File: src/rtl/mdr_host_driver.sv
// Host-side initiator for the MDR operand-load protocol: one command in, a
// start pulse plus two operand load pulses out, then a single response back.
module mdr_host_driver #(
    parameter int DW      = 16,
    parameter int GAP     = 2,
    parameter int TIMEOUT = 64
) (
    input  logic          clk,
    input  logic          rst,
    input  logic          cmd_valid,
    output logic          cmd_ready,
    input  logic [1:0]    cmd_op,
    input  logic [DW-1:0] cmd_x,
    input  logic [DW-1:0] cmd_y,
    output logic          mdr_start_n,
    output logic          mdr_load_n,
    output logic [1:0]    mdr_op,
    output logic [DW-1:0] mdr_data,
    input  logic          mdr_ready,
    input  logic          mdr_error,
    input  logic [DW-1:0] mdr_result,
    output logic          rsp_valid,
    input  logic          rsp_ready,
    output logic [DW-1:0] rsp_result,
    output logic          rsp_error,
    output logic          rsp_timeout
);

    localparam int CW = $clog2((TIMEOUT > GAP) ? TIMEOUT : GAP) + 1;
    localparam logic [CW-1:0] GAP_LAST = CW'(GAP - 1);
    localparam logic [CW-1:0] TO_LAST  = CW'(TIMEOUT - 1);

    typedef enum logic [2:0] {
        IDLE      = 3'd0,
        START     = 3'd1,
        GAP1      = 3'd2,
        LOAD_X    = 3'd3,
        GAP2      = 3'd4,
        LOAD_Y    = 3'd5,
        WAIT_DONE = 3'd6,
        RESP      = 3'd7
    } state_t;

    state_t        state_r, state_nx_s;
    logic [CW-1:0] cnt_r, cnt_nx_s;
    logic [DW-1:0] y_r, y_nx_s;
    logic          cmd_ready_r, cmd_ready_nx_s;
    logic          start_n_r, start_n_nx_s;
    logic          load_n_r, load_n_nx_s;
    logic [1:0]    op_r, op_nx_s;
    logic [DW-1:0] data_r, data_nx_s;
    logic          rsp_valid_r, rsp_valid_nx_s;
    logic [DW-1:0] rsp_result_r, rsp_result_nx_s;
    logic          rsp_error_r, rsp_error_nx_s;
    logic          rsp_timeout_r, rsp_timeout_nx_s;

    // Next state and next registered output values; strobes are computed one
    // cycle early so they appear exactly in the state they belong to.
    always_comb begin
        state_nx_s       = state_r;
        cnt_nx_s         = cnt_r;
        y_nx_s           = y_r;
        cmd_ready_nx_s   = 1'b0;
        start_n_nx_s     = 1'b1;
        load_n_nx_s      = 1'b1;
        op_nx_s          = op_r;
        data_nx_s        = data_r;
        rsp_valid_nx_s   = rsp_valid_r;
        rsp_result_nx_s  = rsp_result_r;
        rsp_error_nx_s   = rsp_error_r;
        rsp_timeout_nx_s = rsp_timeout_r;
        case (state_r)
            IDLE: begin
                if (cmd_valid && cmd_ready_r) begin
                    state_nx_s   = START;
                    op_nx_s      = cmd_op;
                    y_nx_s       = cmd_y;
                    data_nx_s    = cmd_x;
                    start_n_nx_s = 1'b0;
                    cnt_nx_s     = '0;
                end else begin
                    cmd_ready_nx_s = 1'b1;
                end
            end
            START: begin
                state_nx_s = GAP1;
                cnt_nx_s   = '0;
            end
            GAP1: begin
                if (cnt_r == GAP_LAST) begin
                    state_nx_s  = LOAD_X;
                    load_n_nx_s = 1'b0;
                    cnt_nx_s    = '0;
                end else begin
                    cnt_nx_s = cnt_r + 1'b1;
                end
            end
            LOAD_X: begin
                state_nx_s = GAP2;
                data_nx_s  = y_r;
                cnt_nx_s   = '0;
            end
            GAP2: begin
                if (cnt_r == GAP_LAST) begin
                    state_nx_s  = LOAD_Y;
                    load_n_nx_s = 1'b0;
                    cnt_nx_s    = '0;
                end else begin
                    cnt_nx_s = cnt_r + 1'b1;
                end
            end
            LOAD_Y: begin
                state_nx_s = WAIT_DONE;
                cnt_nx_s   = '0;
            end
            WAIT_DONE: begin
                cnt_nx_s = cnt_r + 1'b1;
                // error outranks ready, which outranks timeout
                if (mdr_error) begin
                    state_nx_s       = RESP;
                    rsp_valid_nx_s   = 1'b1;
                    rsp_result_nx_s  = '0;
                    rsp_error_nx_s   = 1'b1;
                    rsp_timeout_nx_s = 1'b0;
                end else if (mdr_ready) begin
                    state_nx_s       = RESP;
                    rsp_valid_nx_s   = 1'b1;
                    rsp_result_nx_s  = mdr_result;
                    rsp_error_nx_s   = 1'b0;
                    rsp_timeout_nx_s = 1'b0;
                end else if (cnt_r == TO_LAST) begin
                    state_nx_s       = RESP;
                    rsp_valid_nx_s   = 1'b1;
                    rsp_result_nx_s  = '0;
                    rsp_error_nx_s   = 1'b0;
                    rsp_timeout_nx_s = 1'b1;
                end else begin
                    state_nx_s = WAIT_DONE;
                end
            end
            RESP: begin
                if (rsp_ready) begin
                    state_nx_s     = IDLE;
                    rsp_valid_nx_s = 1'b0;
                    cmd_ready_nx_s = 1'b1;
                end else begin
                    state_nx_s = RESP;
                end
            end
            default: begin
                state_nx_s     = IDLE;
                cmd_ready_nx_s = 1'b1;
            end
        endcase
    end

    // State, counters and all output registers.
    always_ff @(posedge clk) begin
        if (rst) begin
            state_r       <= IDLE;
            cnt_r         <= '0;
            y_r           <= '0;
            cmd_ready_r   <= 1'b1;
            start_n_r     <= 1'b1;
            load_n_r      <= 1'b1;
            op_r          <= 2'b00;
            data_r        <= '0;
            rsp_valid_r   <= 1'b0;
            rsp_result_r  <= '0;
            rsp_error_r   <= 1'b0;
            rsp_timeout_r <= 1'b0;
        end else begin
            state_r       <= state_nx_s;
            cnt_r         <= cnt_nx_s;
            y_r           <= y_nx_s;
            cmd_ready_r   <= cmd_ready_nx_s;
            start_n_r     <= start_n_nx_s;
            load_n_r      <= load_n_nx_s;
            op_r          <= op_nx_s;
            data_r        <= data_nx_s;
            rsp_valid_r   <= rsp_valid_nx_s;
            rsp_result_r  <= rsp_result_nx_s;
            rsp_error_r   <= rsp_error_nx_s;
            rsp_timeout_r <= rsp_timeout_nx_s;
        end
    end

    assign cmd_ready   = cmd_ready_r;
    assign mdr_start_n = start_n_r;
    assign mdr_load_n  = load_n_r;
    assign mdr_op      = op_r;
    assign mdr_data    = data_r;
    assign rsp_valid   = rsp_valid_r;
    assign rsp_result  = rsp_result_r;
    assign rsp_error   = rsp_error_r;
    assign rsp_timeout = rsp_timeout_r;

endmodule
File: config.mk
export PLATFORM = sky130hd
export DESIGN_NAME = mdr_host_driver
export DESIGN_NICKNAME = d
export VERILOG_FILES = /design/src/rtl/mdr_host_driver.sv
export SDC_FILE = /design/constraint.sdc
export NUM_CORES = 1
export LEC_CHECK = 0
export ABC_AREA = 1
export CORE_MARGIN = 5
export CORE_UTILIZATION = 46
export DETAILED_ROUTE_END_ITERATION = 7
export GPL_TIMING_DRIVEN = 1
export PLACE_DENSITY = 0.8
export SYNTH_ARGS = -nofsm -noshare
export SYNTH_HDL_FRONTEND = slang
export SYNTH_SLANG_ARGS = --single-unit
export TNS_END_PERCENT = 5
File: constraint.sdc
create_clock -name clk -period 1.87 [get_ports clk]
set_clock_uncertainty 0.05 [all_clocks]
set_input_delay 0.374 -clock clk [delete_from_list [all_inputs] [get_ports clk]]
set_output_delay 0.374 -clock clk [all_outputs]
set_load 0.02 [all_outputs]
==> impl_metrics.csv, run 1 <==
group,metric,value,unit
power,p_sw,1472,µW
sta,hold_viol_final,0,
clock_tree,clock_sinks,66,
floorplanning,fp.dieH,89.35,µm
route,ant_nets,0,
clock_tree,cts_setup_buffers,0,
placed_design,port_buffers,95,
sta,fin_crit_sh,92.69,%
clock_tree,hold_buffers,0,
grt,grt_pass1_vias,2575,
route,drc,0,
synth,yosysTopAreaCell,"dfxtp_1",
setup_path,path_cells,"clkdlybuf4s50_1",
setup_path,critPathSlowestCell,"clkdlybuf4s50_1",
synth,synth.cell_area,2897,µm²
setup_path,critPathBufInv,1,
power,power_frac_seq,41.1,%
clock_tree,cts_buffers,9,
synth,ys.flop_type,"dfxtp_1",
placed_design,dp_worst_setup_slack,0.02917,ns
sta,setup_tns,0,ns
synth,yosysSeqAreaShare,45.62,%
synth,yosysWarningCount,0,
synth,synth_nets,482,
synth,synth_edf_count,0,
synth,yosys.cell_types.count,24,
grt,grt_overflow,0,
finish,syn_to_final_growth,42.63,%
clock_tree,clkLatencyLatePin,0.34,ns
sta,max_freq,576.9,MHz
clock_tree,cts_tree,"yes",
synth,synth_common_cells,"100 x nand2_1, 69 x nor2_1, 66 x dfxtp_1",
sta,relSlewSlack,74.67,%
finish,seqCellArea,1321,µm²
power,p_per_area,1057,nW/µm²
status,status,"complete, no violations",
placed_design,dp_hpwl,5531,µm
power,p_comb_share,34.0,%
sta,setup_ws,0.1367,ns
route,routed_wl,7228,µm
sta,final_max_slew_viol_count,0,
sta,period_needed,1.733,ns
floorplanning,fp.dieW,89.35,µm
clock_tree,clockRootBuffer,"clkbuf_8",
synth,yosys_register_bits,66,
min_path,hold_class,"reg -> reg",
power,p_sw_share,33.72,%
clock_tree,htree_levels,3,
sta,worst_pin_slew,0.3795,ns
floorplanning,die_area,7983,µm²
synth,yosysTopAreaCellShare,45.62,%
job,maxCapViolCount,0,
clock_tree,clk_path_buf_depth,2,
synth,avgSynthCellArea,6.831,µm²
setup_path,critPathMaxStageDelay,0.63,ns
floorplanning,initial_core_util,46.41,%
finish,fin_nets,582,
grt,antenna_found_initial,0,
setup_path,crit_type,"reg -> out",
finish,fill_cells,554,
power,clkPwrFrac,25.0,%
setup_path,setup.worst_path.end_class,"output pin",
power,leakage,0.001776,µW
power,p_int,2894,µW
setup_path,crit_family,"buffers and inverters",
synth,ys_top_cells_by_area,"dfxtp_1 46%, nand2_1 13%, nor2_1 8.9%",
setup_path,critPathArrivalTime,1.31,ns
floorplanning,rows,29,
grt,grt_pass1_wl,11260,µm
route,vias,2874,
synth,syn_inst,424,
sta,rsz0062_at_grt,"false",
floorplanning,core,6241,µm²
setup_path,start_kind,"flip-flop",
finish,n_antenna_cell,0,
synth,async_flop_share,0,%
route,drt-initial-drc-count,88,
route,dr.pass1.iters,4,
finish,stdcell_count,606,
placed_design,gp_congestion,0.8390,
power,total_power,4366,µW
grt,gr-usage-all-layers,17.95,%
finish,drive_gt1_share,7.372,%
placed_design,dp.cells,590,
route,drt-wirelength-per-cell,11.93,µm
synth,synth.most_common_cell,"nand2_1",
power,ir_worst_vdd,641.8,µV
sta,setup_viol,0,
floorplanning,ioPinCount,96,
grt,grt_max_degree,19,
clock_tree,clk_pin_slew,0.07,ns
clock_tree,ctsResizeCount,0,
setup_path,critPathMaxFanout,2,
setup_path,required,1.45,ns
finish,multiInputGateArea,1261,µm²
route,viasPerCell,4.743,
## metrics by stage
stage,area (µm²),util (%),hold slack (ns)
finish,4131,66.20,0.4053
global route,4131,66.20,0.4279
CTS,4131,66.20,0.4046
detailed placement,3949,63.27,0.3956
global placement,3949,63.27,0.3883
floorplan,2897,-,0.3794
## power by group through the flow
stage                     registers (µW)  logic, µW  clock network (µW)
final                               1790       1480                1090
after global routing                1820       1660                1180
after CTS                           1790       1500                1110
after detailed placement            1820       1490                   0
after global placement              1810       1450                   0
after floorplan                     1940        809                   0
## state kept, by name, summed over array words and instances (netlist names)
name	flops
rsp_result	16
state_r	3
mdr_start_n	1
cnt_r	7
mdr_data	16
mdr_load_n	1
rsp_error	1
cmd_ready	1
rsp_timeout	1
mdr_op	2
rsp_valid	1
y_r	16
## worst paths after layout
| path | startpoint | endpoint | slack, ns | cells after the start |
|---|---|---|---|---|
| setup / recovery | rsp_timeout | rsp_timeout | 0.14 | 1 |
| hold / removal | y_r[3] | y_r[3] | 0.41 | 2 |
| setup reg to reg | cnt_r[1] | rsp_result[8] | 0.18 | 9 |
| hold reg to reg | y_r[3] | y_r[3] | 0.41 | 2 |
## worst register-to-register path, cell delays in order (launching register included)
cell,delay (ns)
dfxtp_1,0.37
ha_1,0.18
inv_1,0.08
nor2_4,0.14
nand2_1,0.09
nand2_1,0.08
nand2_2,0.14
nor2_4,0.33
nand2_1,0.10
nand2_1,0.07
## cells by family after synthesis
logic type      share of synthesized area, %
compound gates                         13.61
xor+xnor                              0.3024
fa+ha+maj                             0.8638
buf+inv                                10.84
flops                                  45.62
simple gates                           28.77
## layer usage
| metal | vias up | global-route usage [%] | routed length [µm] |
|---|---|---|---|
| met3 | 8 | 5.991 | 536 |
| li1 | 1517 | - | - |
| met5 | - | 0 | 0 |
| met2 | 76 | 29.47 | 3362 |
| met1 | 1273 | 22.25 | 3261 |
| met4 | 0 | 5.683 | 68 |
## placed cells by master, fill, tap and decap left out, types with 3 or more instances in the layout
cell	netlist	routed
clkbuf_8	0	12
nand2_1	100	100
a21oi_1	47	47
nor2_1	69	69
nand3_1	25	25
inv_2	3	3
nor2_4	3	3
clkdlybuf4s50_1	0	95
o21ai_0	26	26
buf_4	1	15
dfxtp_1	66	66
inv_1	52	52
## layout make-up
type / count / area share (%)
clock buffer: 14 / 4.179
clock inverter: 2 / 0.2423
inverter: 55 / 4.997
multi-input combinational: 282 / 30.53
sequential: 66 / 31.98
tap: 77 / 2.332
timing repair buffer: 110 / 25.74
Note: power is estimated with default switching activity, not from simulation.
==> run 2, diff against run 1 <==
--- a/config.mk
+++ b/config.mk
@@ -11,6 +11,7 @@
 export DETAILED_ROUTE_END_ITERATION = 7
 export GPL_TIMING_DRIVEN = 1
 export PLACE_DENSITY = 0.8
+export SLEW_MARGIN = 20
 export SYNTH_ARGS = -nofsm -noshare
 export SYNTH_HDL_FRONTEND = slang
 export SYNTH_SLANG_ARGS = --single-unit
==> results of run 2 <==
Same layout as run 1: the final DEF is identical, and so are final timing and power.
